[src/rtl/uart_rx.sv]
// 8N1 serial receiver, LSB first. Start bit qualified at half a bit, data and
// stop bits sampled mid-bit; good frames update o_data_out with a one-cycle strobe.
module uart_rx #(
  parameter  int CLK_FREQ     = 12000000,
  parameter  int BAUD_RATE    = 9600,
  localparam int CLKS_PER_BIT = CLK_FREQ / BAUD_RATE,
  localparam int HALF_BIT     = CLKS_PER_BIT / 2
) (
  input  logic       i_clock,
  input  logic       i_reset,
  input  logic       i_rx,
  output logic [7:0] o_data_out,
  output logic       o_valid,
  output logic       o_frame_err,
  output logic       o_busy
);

  localparam logic [15:0] LP_BIT_END  = 16'(CLKS_PER_BIT - 1);
  localparam logic [15:0] LP_HALF_END = 16'(HALF_BIT - 1);

  typedef enum logic [2:0] {
    S_IDLE,
    S_START,
    S_DATA,
    S_STOP,
    S_BREAK
  } state_t;

  state_t      r_state;
  logic [1:0]  r_sync;
  logic [15:0] r_cnt;
  logic [2:0]  r_bit_idx;
  logic [7:0]  r_shreg;
  logic [7:0]  r_data;
  logic        r_valid;
  logic        r_ferr;
  logic        w_rx_s;

  assign w_rx_s = r_sync[1];

  always_ff @(posedge i_clock) begin
    if (i_reset) begin
      r_state   <= S_IDLE;
      r_sync    <= 2'b11;
      r_cnt     <= 16'd0;
      r_bit_idx <= 3'd0;
      r_shreg   <= 8'h00;
      r_data    <= 8'h00;
      r_valid   <= 1'b0;
      r_ferr    <= 1'b0;
    end else begin
      r_sync  <= {r_sync[0], i_rx};
      r_valid <= 1'b0;
      r_ferr  <= 1'b0;
      r_cnt   <= r_cnt + 16'd1;
      case (r_state)
        S_IDLE: begin
          if (!w_rx_s) begin
            r_state <= S_START;
            r_cnt   <= 16'd0;
          end
        end
        S_START: begin
          // A start bit that is high again at mid-bit was a glitch.
          if (r_cnt == LP_HALF_END) begin
            r_cnt <= 16'd0;
            if (!w_rx_s) begin
              r_state   <= S_DATA;
              r_bit_idx <= 3'd0;
            end else begin
              r_state <= S_IDLE;
            end
          end
        end
        S_DATA: begin
          if (r_cnt == LP_BIT_END) begin
            r_cnt     <= 16'd0;
            r_shreg   <= {w_rx_s, r_shreg[7:1]};
            r_bit_idx <= r_bit_idx + 3'd1;
            if (r_bit_idx == 3'd7) r_state <= S_STOP;
          end
        end
        S_STOP: begin
          // Leaving at mid-stop-bit lets a back-to-back start edge be caught.
          if (r_cnt == LP_BIT_END) begin
            r_cnt <= 16'd0;
            if (w_rx_s) begin
              r_data  <= r_shreg;
              r_valid <= 1'b1;
              r_state <= S_IDLE;
            end else begin
              r_ferr  <= 1'b1;
              r_state <= S_BREAK;
            end
          end
        end
        S_BREAK: begin
          if (w_rx_s) begin
            r_state <= S_IDLE;
            r_cnt   <= 16'd0;
          end
        end
        default: begin
          r_state <= S_IDLE;
          r_cnt   <= 16'd0;
        end
      endcase
    end
  end

  assign o_data_out  = r_data;
  assign o_valid     = r_valid;
  assign o_frame_err = r_ferr;
  assign o_busy      = (r_state != S_IDLE);

endmodule

[config.mk]
export PLATFORM = sky130hd
export DESIGN_NAME = uart_rx
export DESIGN_NICKNAME = d
export VERILOG_FILES = /design/src/rtl/uart_rx.sv
export SDC_FILE = /design/constraint.sdc
export NUM_CORES = 1
export LEC_CHECK = 0
export ABC_CLOCK_PERIOD_IN_PS = 4400
export CAP_MARGIN = 25
export CORE_MARGIN = 8
export CORE_UTILIZATION = 40
export CTS_CLUSTER_DIAMETER = 120
export CTS_CLUSTER_SIZE = 20
export DETAILED_ROUTE_END_ITERATION = 7
export GPL_ROUTABILITY_DRIVEN = 1
export PLACE_DENSITY = 0.6
export SKIP_CTS_REPAIR_TIMING = 1
export SYNTH_ARGS = -nofsm -noshare
export SYNTH_HDL_FRONTEND = slang
export SYNTH_SLANG_ARGS = --single-unit
[constraint.sdc]
create_clock -name i_clock -period 4.4 [get_ports i_clock]
set_input_delay 0.88 -clock i_clock [delete_from_list [all_inputs] [get_ports i_clock]]
set_output_delay 0.88 -clock i_clock [all_outputs]
set_load 0.005 [all_outputs]
==> out/qor.csv <==
metric,value,unit
syn_avg_cell_area,9.77,um^2
ys_ff_latch,42,
design_area,2100,um^2
routabilityCongestion,0.767,
start_util,42.1,%
cts_tree,done,
drc_errors,0,
setup_viol,0,
routedWlPerCell,12.6,um
finalCritPeriodShare,65.4,%
overflow,0,
vias,1271,
outcome,finished clean,
worstSkewPairLatency,290,ps
path_max_fanout,12,
wl,3.22,mm
yosysSeqAreaShare,45.3,%
synth_top_area_share,45.3,%
cts_buffers,5,
coreArea,4410,um^2
die_width,84.1,um
cp.required,4630,ps
synth_top_area_cell,dfxtp_1,
ys_warn_count,0,
dieArea,7080,um^2
r2r_start,r_cnt[0],
clk_path_buf_depth,2,
place_ws,1440,ps
hpwl,2.38,mm
end_kind,register,
pin_count,14,
grt_pass1_wl,5.90,mm
diodes,0,
synth_area_leaders,"dfxtp_1 (45%), mux2i_1 (8.6%), nor2_1 (5.9%), xor2_1 (4.2%), ha_1 (3.4%)",
grt_pass1_vias,1292,
htree_levels,2,
drv_cap,0,
max_freq,0.347,GHz
hp-start,r_sync[0],
ys_types,37,
slew_violations,0,
fin_nets,211,
dr.pass1.iters,4,
antenna_left,0,
track_usage,9.68,%
fin_tns_setup,0,ps
finalPower,803,uW
cp-startpoint,r_cnt[0],
cts_root_buf,clkbuf_8,
finalClockSkew,14.4,ps
synth_area,1860,um^2
min_path_type,register to register,
io_buffer_count,13,
vias_per_cell,4.96,
grt_antenna_before_repair,0,
seqCellArea,841,um^2
fillers,413,
worstSetupStartpointType,register,
grt_max_degree,28,
criticalPathCategory,register to register,
path_clk_slew,80,ps
powerDensity,383,nW/um^2
ir_drop,0.233,mV
first_iter_violations,68,
multi_input_area,945,um^2
fp.dieH,84.1,um
cts_sinks,42,
placementRows,24,
relSlewSlack,39.0,%
worst_slack,1520,ps
finalCriticalPeriod,2880,ps
worst_pin_slew,912,ps
syn_to_final_growth,12.9,%
syn_inst,190,
arrival,3100,ps
drive_gt1_share,13.7,%
leakage,0.000727,uW
syn_nets,198,
finalHoldViolations,0,
rsz0062_at_grt,false,
dpl_cell_area,2000,um^2
[metal layers]
metal	wire (um)	global-route usage [%]	vias up
li1	-	-	668
met1	1580	11.9	592
met2	1520	15.8	9
met3	104	3.00	2
met4	18	2.83	0
met5	0	0	-
[worst paths after layout]
check,slack [ps],cells after the start,end
max,1520,6,r_state[1]
min,410,1,r_sync[1]
max reg2reg,1520,6,r_state[1]
min reg2reg,410,1,r_sync[1]
[layout by cell type, fill, tap and decap left out, types with 6 or more instances in the layout]
cell type / n
mux2i_1: 16
nor2_2: 10
nand3_1: 9
nand2_1: 10
inv_1: 6
clkdlybuf4s50_1: 13
xnor2_1: 6
xor2_1: 9
nor2_1: 29
dfxtp_1: 42
[worst max-delay path, cell delays in order (launching register included)]
cell     delay (ps)
dfxtp_1         450
ha_1            190
or4bb_1         400
or4_1           620
nor3b_4         670
o21a_1          310
a32o_1          170
[where the power goes]
part           leakage (uW)  switching (uW)  internal (uW)
clock network     0.0000408             136            113
logic              0.000347            75.6           57.3
registers          0.000339            26.0            394
total              0.000727             237            565
[synth_stat cells]
library cell  instances
xnor2_1               6
nand2_1              10
xor2_1                9
inv_1                 6
or2_2                 3
nor3b_1               1
nor2_1               29
and2_1                1
a21boi_0              1
o21a_1                1
a21oi_4               1
buf_6                 3
o21ai_0               3
clkbuf_1              4
ha_1                  5
nor2_2               10
a22o_4                1
nand2b_1              1
nand3_1               9
dfxtp_1              42
nor3_1                2
nor2b_1               5
mux2_2                1
or3_1                 1
or4bb_1               2
a211oi_2              1
nor3_4                1
nor3b_4               1
mux2i_1              16
and3_1                1
a32o_1                1
nor4_1                2
a21o_1                1
nand4_1               2
or4_1                 4
and4_1                2
a31o_2                1
[flip-flops by register name, summed over array words and instances, names as in the netlist]
| signal | flops |
|---|---|
| o_frame_err | 1 |
| r_state | 3 |
| r_sync | 2 |
| o_data_out | 8 |
| r_cnt | 16 |
| o_valid | 1 |
| r_shreg | 8 |
| r_bit_idx | 3 |
[cell families after synthesis]
family,after synthesis,share of synthesized area (%)
AND/OR/NAND/NOR,87,25.7
flip-flops,42,45.3
multiplexers,17,9.23
XOR/XNOR,15,7.08
buffers and inverters,13,3.84
AO/OA/AOI/OAI,11,5.53
adder cells (fa/ha/maj),5,3.37
[stage by stage]
stage / instances / hold slack (ps) / utilization, %
finish: 256 / 412 / 47.5
floorplan: 190 / 389 / -
global route: 256 / 421 / 47.5
global placement: 248 / 395 / 45.4
CTS: 256 / 416 / 47.5
detailed placement: 248 / 396 / 45.4
[area by class of cell]
class,instances,area share [%]
Multi-Input combinational cell,135,45.1
Sequential cell,42,40.1
Timing Repair Buffer,13,6.21
Clock buffer,5,3.28
Tap cell,52,3.10
Clock inverter,3,1.13
Inverter,6,1.07
Power figures use the tool's default switching activity.
